<file path="src/rtl/spi_apb_sequencer_pkg.sv">
// Shared types for the SPI APB sequencer: register offsets, step and FSM
// encodings, and helpers that map a step to its APB address offset and direction.
package spi_apb_pkg;

  localparam logic [3:0] OFF_CONFIG = 4'd0;
  localparam logic [3:0] OFF_TX     = 4'd1;
  localparam logic [3:0] OFF_STATE  = 4'd0;
  localparam logic [3:0] OFF_RX     = 4'd1;
  localparam logic [3:0] OFF_CMD    = 4'd3;

  typedef enum logic [2:0] {
    CFG  = 3'd0,
    TX   = 3'd1,
    CMD  = 3'd2,
    POLL = 3'd3,
    RX   = 3'd4
  } step_t;

  typedef enum logic [1:0] {
    IDLE = 2'd0,
    RUN  = 2'd1,
    DONE = 2'd2
  } top_state_t;

  typedef enum logic [1:0] {
    X_IDLE   = 2'd0,
    X_SETUP  = 2'd1,
    X_ACCESS = 2'd2
  } xfer_state_t;

  // Register offset (PADDR[5:2]) addressed by each step.
  function automatic logic [3:0] step_offset(step_t s);
    case (s)
      CFG:     return OFF_CONFIG;
      TX:      return OFF_TX;
      CMD:     return OFF_CMD;
      POLL:    return OFF_STATE;
      RX:      return OFF_RX;
      default: return OFF_CONFIG;
    endcase
  endfunction

  // CONFIG, TX and CMD are writes; STATE and RX are reads.
  function automatic logic step_is_write(step_t s);
    return (s == CFG) || (s == TX) || (s == CMD);
  endfunction

endpackage

</file>
<file path="src/rtl/spi_apb_sequencer_if.sv">
// APB bus between the sequencer (master) and the SPI peripheral's APB slave.
interface spi_apb_sequencer_if;
  logic        psel;
  logic        penable;
  logic        pwrite;
  logic [15:0] paddr;
  logic [7:0]  pwdata;
  logic [7:0]  prdata;
  logic        pready;

  modport master (
    output psel, penable, pwrite, paddr, pwdata,
    input  prdata, pready
  );

  modport slave (
    input  psel, penable, pwrite, paddr, pwdata,
    output prdata, pready
  );
endinterface

</file>
<file path="src/rtl/spi_apb_sequencer_xfer.sv">
// Single-transfer APB master. A start presented while idle, or in the same
// cycle as an ack, launches the next SETUP immediately so PSEL stays high
// across a chain of transfers.
module apb_xfer_engine
  import spi_apb_pkg::*;
(
  input  logic        clk,
  input  logic        rst,
  input  logic        start,
  input  logic [15:0] addr,
  input  logic [7:0]  wdata,
  input  logic        write,
  output logic [7:0]  rdata,
  output logic        ack,
  spi_apb_sequencer_if.master bus
);

  xfer_state_t state_q, state_d;
  logic        load;
  logic [15:0] addr_q;
  logic [7:0]  wdata_q;
  logic        write_q;

  // Next-state logic: SETUP always lasts one cycle, ACCESS waits for PREADY.
  always_comb begin
    state_d = state_q;
    load    = 1'b0;
    ack     = (state_q == X_ACCESS) && bus.pready;
    case (state_q)
      X_IDLE: begin
        if (start) begin
          state_d = X_SETUP;
          load    = 1'b1;
        end
      end
      X_SETUP: state_d = X_ACCESS;
      X_ACCESS: begin
        if (bus.pready) begin
          if (start) begin
            state_d = X_SETUP;
            load    = 1'b1;
          end else begin
            state_d = X_IDLE;
          end
        end
      end
      default: state_d = X_IDLE;
    endcase
  end

  // Transfer state register.
  always_ff @(posedge clk) begin
    if (rst) state_q <= X_IDLE;
    else     state_q <= state_d;
  end

  // Address/data/direction are latched at launch and held through ACCESS.
  always_ff @(posedge clk) begin
    if (rst) begin
      addr_q  <= '0;
      wdata_q <= '0;
      write_q <= 1'b0;
    end else if (load) begin
      addr_q  <= addr;
      wdata_q <= wdata;
      write_q <= write;
    end
  end

  assign bus.psel    = (state_q != X_IDLE);
  assign bus.penable = (state_q == X_ACCESS);
  assign bus.pwrite  = write_q;
  assign bus.paddr   = addr_q;
  assign bus.pwdata  = wdata_q;
  assign rdata       = bus.prdata;

endmodule

</file>
<file path="src/rtl/spi_apb_sequencer.sv">
// Per-request SPI byte exchange over APB: optional CONFIG write (skipped when
// the cached value matches), TX write, CMD start, STATE polling bounded by
// POLL_MAX, then RX read. Result is reported by a done or timeout pulse.
module spi_apb_sequencer
  import spi_apb_pkg::*;
#(
  parameter logic [9:0] BASE_ADDR = 10'h001,
  parameter int         BUSY_BIT  = 0,
  parameter logic [7:0] CMD_START = 8'h01,
  parameter int         POLL_MAX  = 255
) (
  input  logic       i_PCLK,
  input  logic       i_PRESET,
  input  logic       i_req,
  input  logic [7:0] i_tx_byte,
  input  logic [7:0] i_cfg,
  output logic       o_busy,
  output logic       o_done,
  output logic       o_timeout,
  output logic [7:0] o_rx_byte,
  spi_apb_sequencer_if.master apb
);

  localparam logic [7:0] POLL_LAST = 8'(POLL_MAX - 1);

  top_state_t state_q, state_d;
  step_t      step_q, step_d;
  logic [7:0] poll_cnt_q;
  logic [7:0] cfg_q, tx_q;
  logic       cfg_valid_q;
  logic [7:0] cfg_last_q;
  logic [7:0] rx_q;
  logic       busy_q, done_q, timeout_q;

  logic       accept, start, go_done, go_timeout, poll_inc, cfg_commit, rx_load;
  logic [7:0] cfg_src, tx_src;
  logic [7:0] req_wdata;
  logic [15:0] req_addr;
  logic        req_write;
  logic [7:0]  rdata;
  logic        ack;

  apb_xfer_engine u_xfer (
    .clk   (i_PCLK),
    .rst   (i_PRESET),
    .start (start),
    .addr  (req_addr),
    .wdata (req_wdata),
    .write (req_write),
    .rdata (rdata),
    .ack   (ack),
    .bus   (apb)
  );

  // Step sequencing: each ack chains straight into the next step's launch.
  always_comb begin
    state_d    = state_q;
    step_d     = step_q;
    accept     = 1'b0;
    start      = 1'b0;
    go_done    = 1'b0;
    go_timeout = 1'b0;
    poll_inc   = 1'b0;
    cfg_commit = 1'b0;
    rx_load    = 1'b0;
    // The first step launches in the acceptance cycle, before capture lands.
    cfg_src    = (state_q == IDLE) ? i_cfg : cfg_q;
    tx_src     = (state_q == IDLE) ? i_tx_byte : tx_q;
    case (state_q)
      IDLE: begin
        if (i_req) begin
          accept  = 1'b1;
          start   = 1'b1;
          step_d  = (cfg_valid_q && (i_cfg == cfg_last_q)) ? TX : CFG;
          state_d = RUN;
        end
      end
      RUN: begin
        if (ack) begin
          case (step_q)
            CFG: begin
              cfg_commit = 1'b1;
              start      = 1'b1;
              step_d     = TX;
            end
            TX: begin
              start  = 1'b1;
              step_d = CMD;
            end
            CMD: begin
              start  = 1'b1;
              step_d = POLL;
            end
            POLL: begin
              if (!rdata[BUSY_BIT]) begin
                start  = 1'b1;
                step_d = RX;
              end else if (poll_cnt_q == POLL_LAST) begin
                go_timeout = 1'b1;
                state_d    = DONE;
              end else begin
                poll_inc = 1'b1;
                start    = 1'b1;
              end
            end
            RX: begin
              rx_load = 1'b1;
              go_done = 1'b1;
              state_d = DONE;
            end
            default: state_d = IDLE;
          endcase
        end
      end
      DONE:    state_d = IDLE;
      default: state_d = IDLE;
    endcase

    req_write = step_is_write(step_d);
    req_addr  = {BASE_ADDR, step_offset(step_d), 2'b00};
    case (step_d)
      CFG:     req_wdata = cfg_src;
      TX:      req_wdata = tx_src;
      CMD:     req_wdata = CMD_START;
      default: req_wdata = 8'h00;
    endcase
  end

  // Top FSM state register.
  always_ff @(posedge i_PCLK) begin
    if (i_PRESET) state_q <= IDLE;
    else          state_q <= state_d;
  end

  // Request capture, poll counter, CONFIG cache and client-facing outputs.
  always_ff @(posedge i_PCLK) begin
    if (i_PRESET) begin
      step_q      <= CFG;
      poll_cnt_q  <= 8'h00;
      cfg_q       <= 8'h00;
      tx_q        <= 8'h00;
      cfg_valid_q <= 1'b0;
      cfg_last_q  <= 8'h00;
      rx_q        <= 8'h00;
      busy_q      <= 1'b0;
      done_q      <= 1'b0;
      timeout_q   <= 1'b0;
    end else begin
      step_q <= step_d;
      if (accept) begin
        cfg_q      <= i_cfg;
        tx_q       <= i_tx_byte;
        poll_cnt_q <= 8'h00;
      end else if (poll_inc) begin
        poll_cnt_q <= poll_cnt_q + 8'd1;
      end
      // A timed-out transfer leaves the peripheral state unknown, so force a rewrite.
      if (cfg_commit) begin
        cfg_valid_q <= 1'b1;
        cfg_last_q  <= cfg_q;
      end else if (go_timeout) begin
        cfg_valid_q <= 1'b0;
      end
      if (rx_load) rx_q <= rdata;
      if (accept)                      busy_q <= 1'b1;
      else if (go_done || go_timeout)  busy_q <= 1'b0;
      done_q    <= go_done;
      timeout_q <= go_timeout;
    end
  end

  assign o_busy    = busy_q;
  assign o_done    = done_q;
  assign o_timeout = timeout_q;
  assign o_rx_byte = rx_q;

endmodule

</file>
<file path="src/flat_wrapper.sv">
// flat-port wrapper written by rule: the top's interface ports become plain ports
module spi_apb_sequencer_flat import spi_apb_pkg::*;
#(
  parameter logic [9:0] BASE_ADDR = 10'h001,
  parameter int         BUSY_BIT  = 0,
  parameter logic [7:0] CMD_START = 8'h01,
  parameter int         POLL_MAX  = 255
)
  (i_PCLK, i_PRESET, i_req, i_tx_byte, i_cfg, o_busy, o_done, o_timeout, o_rx_byte, apb_psel, apb_penable, apb_pwrite, apb_paddr, apb_pwdata, apb_prdata, apb_pready);
  spi_apb_sequencer_if apb_i ();
  input  logic i_PCLK;
  input  logic i_PRESET;
  input  logic i_req;
  input  logic [7:0] i_tx_byte;
  input  logic [7:0] i_cfg;
  output logic o_busy;
  output logic o_done;
  output logic o_timeout;
  output logic [7:0] o_rx_byte;
  output wire logic [$bits(apb_i.psel)-1:0] apb_psel;
  output wire logic [$bits(apb_i.penable)-1:0] apb_penable;
  output wire logic [$bits(apb_i.pwrite)-1:0] apb_pwrite;
  output wire logic [$bits(apb_i.paddr)-1:0] apb_paddr;
  output wire logic [$bits(apb_i.pwdata)-1:0] apb_pwdata;
  input wire logic [$bits(apb_i.prdata)-1:0] apb_prdata;
  input wire logic [$bits(apb_i.pready)-1:0] apb_pready;
  assign apb_psel = apb_i.psel;
  assign apb_penable = apb_i.penable;
  assign apb_pwrite = apb_i.pwrite;
  assign apb_paddr = apb_i.paddr;
  assign apb_pwdata = apb_i.pwdata;
  assign apb_i.prdata = apb_prdata;
  assign apb_i.pready = apb_pready;
  spi_apb_sequencer #(.BASE_ADDR(BASE_ADDR), .BUSY_BIT(BUSY_BIT), .CMD_START(CMD_START), .POLL_MAX(POLL_MAX)) u_core (.i_PCLK(i_PCLK), .i_PRESET(i_PRESET), .i_req(i_req), .i_tx_byte(i_tx_byte), .i_cfg(i_cfg), .o_busy(o_busy), .o_done(o_done), .o_timeout(o_timeout), .o_rx_byte(o_rx_byte), .apb(apb_i));
endmodule
</file>
<file path="config.mk">
export PLATFORM = sky130hd
export DESIGN_NAME = spi_apb_sequencer_flat
export DESIGN_NICKNAME = d
export VERILOG_FILES = /design/src/rtl/spi_apb_sequencer_pkg.sv /design/src/rtl/spi_apb_sequencer_if.sv /design/src/rtl/spi_apb_sequencer_xfer.sv /design/src/rtl/spi_apb_sequencer.sv /design/src/flat_wrapper.sv
export SDC_FILE = /design/constraint.sdc
export NUM_CORES = 1
export LEC_CHECK = 0
export CELL_PAD_IN_SITES_DETAIL_PLACEMENT = 0
export CELL_PAD_IN_SITES_GLOBAL_PLACEMENT = 2
export CORE_MARGIN = 1.5
export CORE_UTILIZATION = 33
export CTS_BUF_LIST = sky130_fd_sc_hd__clkbuf_8
export DETAILED_ROUTE_END_ITERATION = 7
export PLACE_DENSITY = 0.91
export SLEW_MARGIN = 30
export SYNTH_ARGS = -nofsm -noshare
export SYNTH_HDL_FRONTEND = slang
export SYNTH_SLANG_ARGS = --single-unit
</file>
<file path="constraint.sdc">
create_clock -name i_PCLK -period 4.1 [get_ports i_PCLK]
set_input_delay 1.23 -clock i_PCLK [delete_from_list [all_inputs] [get_ports i_PCLK]]
set_output_delay 1.23 -clock i_PCLK [all_outputs]
set_load 0.005 [all_outputs]
</file>
==> results.tsv, run 1 <==
metric	value	unit
fillCellCount	876	
regArea	1260	um^2
synth_top_area_frac	0.434	
netlist_area	2910	um^2
dp.cells	467	
grt_antenna_before_repair	0	
grt_max_degree	33	
crit_arrival	3.44	ns
antenna_cells	0	
yosys.area.top_type	dfxtp_1	
crit_path_end_kind	flip-flop	
fin_crit	3.22	ns
cts_resized	0	
multi_input_area	1490	um^2
maxCapViolCount	0	
drtIter0Drc	79	
antenna_left	0	
ir_drop	183	uV
cp_top_family	compound AO/OA/AOI/OAI gates	
timing.critical_path.buf_inv	1	
synth_common_cells	dfxtp_1, nand2_1, mux2i_1, nor2_1, a21oi_1	
maxSlewViolCount	0	
rsz0062_at_grt	false	
clockBufferDepth	2	
vias	2296	
first_pass_iters	4	
areaGrowthSynthToFinish	24.9	%
drive_gt1_frac	0.0642	
stdcell_count	482	
clk_latency	0.33	ns
wl_per_cell	13.4	um
tightestPinTransition	0.727	ns
initial_utilization	0.336	
h-tree-depth	3	
crit_chain	clkdlybuf4s50_1 > or3b_1 > a22oi_1 > a31oi_1 > a31oi_4 > mux2i_1 > a22o_1	
syn_inst	321	
cellPowerDensity	360	nW/um^2
critical_path_required	4.32	ns
die_area	9380	um^2
crit_path_max_fanout	13	
dpl_worst_slack	0.577	ns
grt_pass1_wl	10600	um
dp_hpwl	4590	um
core	8640	um^2
hold_path.class	flip-flop to flip-flop	
wirelength	6470	um
cts_tree	yes	
total_power	0.00131	W
nets	400	
routabilityCongestion	0.850	
cts.sinks	63	
root_buffer	clkbuf_8	
path_clk_slew	0.07	ns
worst_slack	0.882	ns
drc	0	
layout_worst_path_cycle_share	0.785	
grt_pass1_vias	2242	
yosys_most_used_dff	dfxtp_1	
ys_types	48	
hold_viol	0	
cts_made_buffers	9	
synth-seq-cells	63	
place.port_buffers	52	
synth-edff-count	0	
postLayoutCoreUtil	0.420	
slew_headroom	0.516	
syn_avg_cell_area	9.05	um^2
ys_warn_count	0	
worstSetupStartpointType	primary input	
fp-row-count	34	
pin_count	66	
crit_type	primary input to flip-flop	
track_usage	0.140	
synth_area_leaders	dfxtp_1, mux2i_1, nand2_1, nor2_1, a21oi_1	
critPathSlowestCell	clkdlybuf4s50_1	
setup_viol	0	
finalClockSkew	0.00884	ns
async_flop_share	0	
p_leak	1.60	nW
vias_per_cell	4.76	
r2r_slack	1.88	ns
yosys.cell_count.top_type	dfxtp_1	
fmax	311	MHz
die_h	96.8	um
slowest_delay	0.51	ns
post_cts_buffers	0	
tns	0	ns
hold_buffers	0	
status	finished clean	
grt.overflow.total	0	
yosysSeqAreaShare	0.434	
die_w	96.8	um
layout make-up:
cell class,count,share of cell area
Inverter,4,0.00414
Clock buffer,9,0.0341
Clock inverter,6,0.0152
Sequential cell,63,0.348
Multi-Input combinational cell,236,0.411
Timing Repair Buffer,56,0.150
Tap cell,108,0.0372
layout by cell type (no fill, tap or decap), types with 2 or more instances in the layout:
cell,n
dfxtp_1,63
clkdlybuf4s50_1,51
nand2_1,43
nor2_1,39
mux2i_1,39
a21oi_1,23
conb_1,13
xor2_1,11
clkbuf_8,9
a22o_1,7
inv_1,6
nand4_1,6
nor2b_1,4
nand3_1,4
o21ai_0,4
buf_4,4
and3_1,3
xnor2_1,3
and2_1,3
or3_1,3
o211ai_1,2
nand2b_1,2
a22oi_1,2
a32oi_1,2
ha_1,2
clkinv_2,2
layer usage:
layer  routed length [um]  vias up  track usage
met5                    0        -            0
met4                   69        0       0.0491
met3                  176        6       0.0383
met2                 3160       36        0.235
met1                 3070     1077        0.172
li1                     -     1177            -
registers in the layout, indices dropped and copies added (netlist names), 2 cells and up:
name / cells
u_core.cfg_q: 8
u_core.state_q: 2
u_core.cfg_last_q: 8
u_core.u_xfer.bus.paddr: 3
u_core.poll_cnt_q: 8
u_core.o_rx_byte: 8
u_core.u_xfer.bus.pwdata: 8
u_core.u_xfer.state_q: 2
u_core.step_q: 3
u_core.tx_q: 8
metrics by stage:
| step | hold WS [ns] | instance area (um^2) |
|---|---|---|
| after floorplan | 0.432 | 2950 |
| after global placement | 0.441 | 3450 |
| after detailed placement | 0.446 | 3450 |
| after CTS | 0.455 | 3630 |
| after global routing | 0.477 | 3630 |
| final | 0.454 | 3630 |
final timing paths:
kind / to / start / depth (start not counted)
max reg2reg: u_core.u_xfer.bus.pwdata[2] / u_core.state_q[0] / 6
min: u_core.tx_q[3] / u_core.tx_q[3] / 2
min reg2reg: u_core.tx_q[3] / u_core.tx_q[3] / 2
max: u_core.u_xfer.bus.pwdata[2] / i_req / 7
power breakdown:
part | internal, W | switching [W]
combinational | 0.0000807 | 0.0000791
sequential | 0.000634 | 0.0000148
clock | 0.000271 | 0.000226
total | 0.000985 | 0.000320
cells by family (layout without fill, tap and decap cells):
logic type               count (synthesis)  after routing  share of synthesized area
XOR/XNOR                                14             14                     0.0422
AO/OA/AOI/OAI                           52             52                      0.124
adder cells (fa/ha/maj)                  2              2                    0.00861
AND/OR/NAND/NOR                        116            116                      0.187
other                                    1             13                    0.00129
buffers and inverters                   34             75                     0.0676
multiplexers                            39             39                      0.134
flip-flops                              63             63                      0.434
worst reg2reg max path, cell delays in order, from the launching register on:
cell and delay, ns:
dfxtp_1 0.38, or3b_1 0.55, a22oi_1 0.23, a31oi_1 0.09, a31oi_4 0.48, mux2i_1 0.15
a22o_1 0.25
No activity file was read; power rests on OpenSTA's default activity.
==> run 2, diff against run 1 <==
Settings changed: CORE_UTILIZATION 33 to 31, PLACE_DENSITY 0.91 to 0.87.
Clock period 4.1 ns to 3 ns, I/O delays scaled along.
==> run 2 against run 1 <==
Effect of this change:
- wire length increased by 4.9%
- critical path depth stayed put
- sequential power grew 37%
- global-route usage is 0.53 points higher
- die area grew 6.2%
- sequential share of layout area decreased by 1.1 points
- setup slack got worse by 0.68 ns
- power increased by 35%
- largest power group unchanged
- register-to-register slack got worse by 1.0 ns
==> results.tsv, run 2 (synthesis gave the netlist of run 1 again) <==
metric	value	unit	change
status	finished clean		
fmax	357	MHz	
cts_resized	0		unchanged
fp-row-count	35		+2.9%
cts.sinks	63		unchanged
p_int	0.00129	W	+31%
multi_input_area	1490	um^2	unchanged
maxCapViolCount	0		unchanged
core	9150	um^2	+6.0%
comb_power_share	0.131		+0.009
areaGrowthSynthToFinish	28.9	%	
fillCellCount	939		+7.2%
antenna_left	0		unchanged
h-tree-depth	3		unchanged
hold_buffers	0		unchanged
ir_drop	227	uV	+24%
cts_made_buffers	9		unchanged
postLayoutCellArea	3750	um^2	+3.2%
final_cell_mix	dfxtp_1, clkdlybuf4s50_1, nand2_1, nor2_1, mux2i_1		
die_w	99.8	um	+3.1%
wirelength	6790	um	+4.9%
hold_viol	0		unchanged
crit_path_end_kind	flip-flop		
path_clk_slew	0.07	ns	about the same
regArea	1260	um^2	unchanged
nets	416		+4.0%
seqPwrFrac	0.503		+0.006
pwr-share-clk	0.366		-0.014
crit_path_max_fanout	13		unchanged
crit_type	primary input to flip-flop		
grt.overflow.total	0		unchanged
grt_antenna_before_repair	0		unchanged
first_pass_iters	4		unchanged
cellPowerDensity	471	nW/um^2	+31%
routabilityCongestion	0.862		+1.4%
dp_hpwl	4850	um	+5.5%
crit_arrival	3.04	ns	-0.40 ns
wl_per_cell	13.5	um	+0.72%
vias_per_cell	4.68		-1.7%
final_common_cell	dfxtp_1		
dpl-instance-area	3570	um^2	+3.6%
fin_crit	2.80	ns	
worstSetupStartpointType	primary input		
clockBufferDepth	2		unchanged
grt_max_degree	19		-42%
maxSlewViolCount	0		unchanged
switchingPower	0.000476	W	+49%
critical_path_required	3.24	ns	-1.08 ns
postLayoutCoreUtil	0.409		-0.0109
rr_worst_depth	6		unchanged
antenna_cells	0		unchanged
cts_tree	yes		
pin_count	66		unchanged
vias	2351		+2.4%
dpl_worst_slack	-0.188	ns	-0.765 ns
drive_gt1_frac	0.107		+0.0432
track_usage	0.145		+0.00530
place.port_buffers	52		unchanged
layout_worst_path_cycle_share	0.933		
root_buffer	clkbuf_8		
initial_utilization	0.317		-0.0190
die_area	9960	um^2	+6.2%
die_h	99.8	um	+3.1%
finalClockSkew	0.0144	ns	+0.00559 ns
hold_path.class	flip-flop to flip-flop		
hold_depth	2		unchanged
drtIter0Drc	97		+23%
setup_viol	0		unchanged
drc	0		unchanged
rsz0062_at_grt	false		
clk_latency	0.35	ns	+0.02 ns
p_leak	1.68	nW	+4.6%
swShare	0.270		+0.0253
total_power	0.00176	W	+35%
post_cts_buffers	0		unchanged
grt_pass1_vias	2328		+3.8%
worst_slack	0.201	ns	-0.681 ns
grt_pass1_wl	11300	um	+5.8%
[run 2: path summary, 6_finish.rpt]
check | start | to | slack, ns
setup reg to reg | u_core.state_q[0] | u_core.u_xfer.bus.pwdata[2] | 0.86
setup / recovery | i_req | u_core.u_xfer.bus.pwdata[2] | 0.20
hold / removal | u_core.tx_q[2] | u_core.tx_q[2] | 0.46
hold reg to reg | u_core.tx_q[2] | u_core.tx_q[2] | 0.46
[run 2: per-stage QoR]
stage | hold WS (ns) | std cells | setup TNS, ns
final | 0.456 | 502 | 0
after detailed placement | 0.446 | 486 | -1.35
after floorplan | 0.432 | 333 | 0
after CTS | 0.457 | 502 | 0
after global placement | 0.441 | 486 | -0.862
after global routing | 0.475 | 502 | 0
[run 2: area by class of cell]
type	count	share of cell area
clock inverter	7	0.0130
tap	111	0.0371
inverter	4	0.00401
timing repair buffer	72	0.178
sequential	63	0.337
multi-input combinational	236	0.398
clock buffer	9	0.0331
[run 2: critical path: stages]
cell             delay [ns]
clkdlybuf4s50_1        0.52
or3b_1                 0.48
a22oi_1                0.22
a31oi_1                0.09
a31oi_4                0.45
mux2i_1                0.14
a22o_1                 0.24
[run 2: power groups by stage]
stage               sequential (W)  clock (W)  combinational [W]
CTS                       0.000887   0.000677           0.000235
global placement          0.000906          0           0.000231
finish                    0.000887   0.000644           0.000232
detailed placement        0.000906          0           0.000234
global route              0.000891   0.000714           0.000256
floorplan                 0.000901          0           0.000135
[run 2: layer usage]
metal,GRT usage,wire (um),vias up
li1,-,-,1216
met1,0.178,3200,1082
met2,0.244,3240,44
met3,0.0432,251,9
met4,0.0455,97,0
met5,0,0,-
==> run 3, diff against run 2 <==
Settings changed: SETUP_SLACK_MARGIN set to 0.2.
==> run 3 against run 2 <==
Effect of this change:
- critical endpoint is now u_core.u_xfer.bus.pwdata[0]
- setup slack gained 0.13 ns
- sequential power is essentially flat
- sequential share of layout area shrank 0.29 points
- die area is the same
- sequential cell count is the same
- largest power group unchanged
- largest cell class unchanged
- power grew 0.18%
- global-route usage grew 0.22 points
- critical path depth shrank 1
- non-clock buffer count grew 1
- combinational power is essentially flat
- via count grew 0.89%
==> results.tsv, run 3 (synthesis gave the netlist of run 1 again) <==
metric	value	unit	change
clk_latency	0.35	ns	about the same
switchingPower	0.000479	W	+0.45%
swShare	0.271		+0.000733
track_usage	0.147		+0.00221
layout_worst_path_cycle_share	0.888		-0.0448
path_clk_slew	0.07	ns	about the same
fin_crit	2.67	ns	-0.134 ns
cts_tree	yes		
dpl_worst_slack	-0.188	ns	unchanged
vias_per_cell	4.71		+0.49%
maxCapViolCount	0		unchanged
p_leak	1.69	nW	+0.69%
first_pass_iters	4		unchanged
core	9150	um^2	unchanged
routabilityCongestion	0.862		unchanged
place.port_buffers	52		unchanged
cts.sinks	63		unchanged
vias	2372		+0.89%
final_cell_mix	dfxtp_1, clkdlybuf4s50_1, nand2_1, nor2_1, mux2i_1		
cp_top_family	simple AND/OR/NAND/NOR gates		
p_int	0.00129	W	about the same
pin_count	66		unchanged
dp_hpwl	4850	um	unchanged
h-tree-depth	3		unchanged
crit_path_end_kind	flip-flop		
crit_arrival	2.94	ns	-0.10 ns
drtIter0Drc	92		-5.2%
drc	0		unchanged
hold_viol	0		unchanged
fp-row-count	35		unchanged
grt_pass1_vias	2351		+0.99%
grt_max_degree	19		unchanged
drive_gt1_frac	0.112		+0.00454
grt_antenna_before_repair	0		unchanged
fmax	375	MHz	+5.0%
comb_power_share	0.133		+0.002
pwr-share-clk	0.365		about the same
tightestPinTransition	0.500	ns	
die_w	99.8	um	unchanged
seqPwrFrac	0.502		about the same
critPathSlowestCell	clkdlybuf4s50_1		
areaGrowthSynthToFinish	30.1	%	
cts_made_buffers	9		unchanged
root_buffer	clkbuf_8		
wl_per_cell	13.7	um	+1.6%
grt.overflow.total	0		unchanged
initial_utilization	0.317		unchanged
wirelength	6920	um	+2.0%
finalClockSkew	0.0147	ns	+0.000290 ns
timing.critical_path.buf_inv	1		unchanged
slew_headroom	0.665		
worstSetupStartpointType	primary input		
antenna_cells	0		unchanged
clockBufferDepth	2		unchanged
postLayoutCoreUtil	0.413		+0.00355
antenna_left	0		unchanged
status	finished clean		
slowest_delay	0.52	ns	about the same
crit_path_max_fanout	6		-7
final_common_cell	dfxtp_1		
ir_drop	227	uV	about the same
rsz0062_at_grt	false		
die_h	99.8	um	unchanged
die_area	9960	um^2	unchanged
maxSlewViolCount	0		unchanged
grt_pass1_wl	11400	um	+1.4%
hold_path.class	flip-flop to flip-flop		
worst_slack	0.335	ns	+0.134 ns
nets	418		+0.48%
cellPowerDensity	467	nW/um^2	-0.69%
setup_viol	0		unchanged
crit_chain	clkdlybuf4s50_1 > or3b_1 > nor4_4 > a31oi_2 > or3_1 > a21oi_1		
critical_path_required	3.27	ns	+0.03 ns
crit_type	primary input to flip-flop		
## run 3: final cells by class
cell class | count | area (um^2)
timing repair buffer | 73 | 686
multi-input combinational | 237 | 1510
fill | 937 | 5370
inverter | 4 | 15.0
clock buffer | 9 | 124
sequential | 63 | 1260
tap | 111 | 139
clock inverter | 7 | 48.8
## run 3: through the flow
stage	power, W	hold slack (ns)	instances	TNS (ns)	cell area [um^2]
3_5_place_dp	0.00114	0.446	486	-1.35	3570
4_1_cts	0.00180	0.457	503	0	3760
3_3_place_gp	0.00114	0.441	486	-0.862	3570
6_report	0.00177	0.456	504	0	3780
2_1_floorplan	0.00104	0.432	333	0	2950
5_1_grt	0.00186	0.475	504	0	3780
## run 3: worst min-delay path: cells and delay by family, from the launching register on
| kind | cells | cell delay, ns |
|---|---|---|
| DFF | 1 | 0.31 |
| and+or+nand+nor | 1 | 0.05 |
| AOI/OAI and AO/OA | 1 | 0.05 |
## run 3: worst paths after layout
path                                   startpoint  slack [ns]  cells after the start                     endpoint
worst max-delay path                        i_req        0.33                      6  u_core.u_xfer.bus.pwdata[0]
worst min-delay path               u_core.tx_q[0]        0.46                      2               u_core.tx_q[0]
worst max register to register  u_core.state_q[1]        0.90                      6  u_core.u_xfer.bus.pwdata[0]
worst min register to register     u_core.tx_q[0]        0.46                      2               u_core.tx_q[0]
## run 3: timing repair
item,CTS,global route
setup endpoints to repair,1,4
pin swaps,0,1
hold buffers,0,0
gates resized for setup,0,0
setup buffers,0,1
cloned,1,0
## run 3: power by group through the flow
stage               combinational [W]  clock (W)  sequential (W)
floorplan                    0.000135          0        0.000901
global placement             0.000231          0        0.000906
detailed placement           0.000234          0        0.000906
CTS                          0.000236   0.000677        0.000887
global route                 0.000258   0.000714        0.000891
finish                       0.000234   0.000645        0.000887
## run 3: routing by layer
metal | GRT usage | vias up | wire length (um)
met5 | 0 | - | 0
met4 | 0.0477 | 0 | 97
met3 | 0.0432 | 9 | 243
met2 | 0.248 | 42 | 3320
met1 | 0.181 | 1101 | 3270
li1 | - | 1220 | -
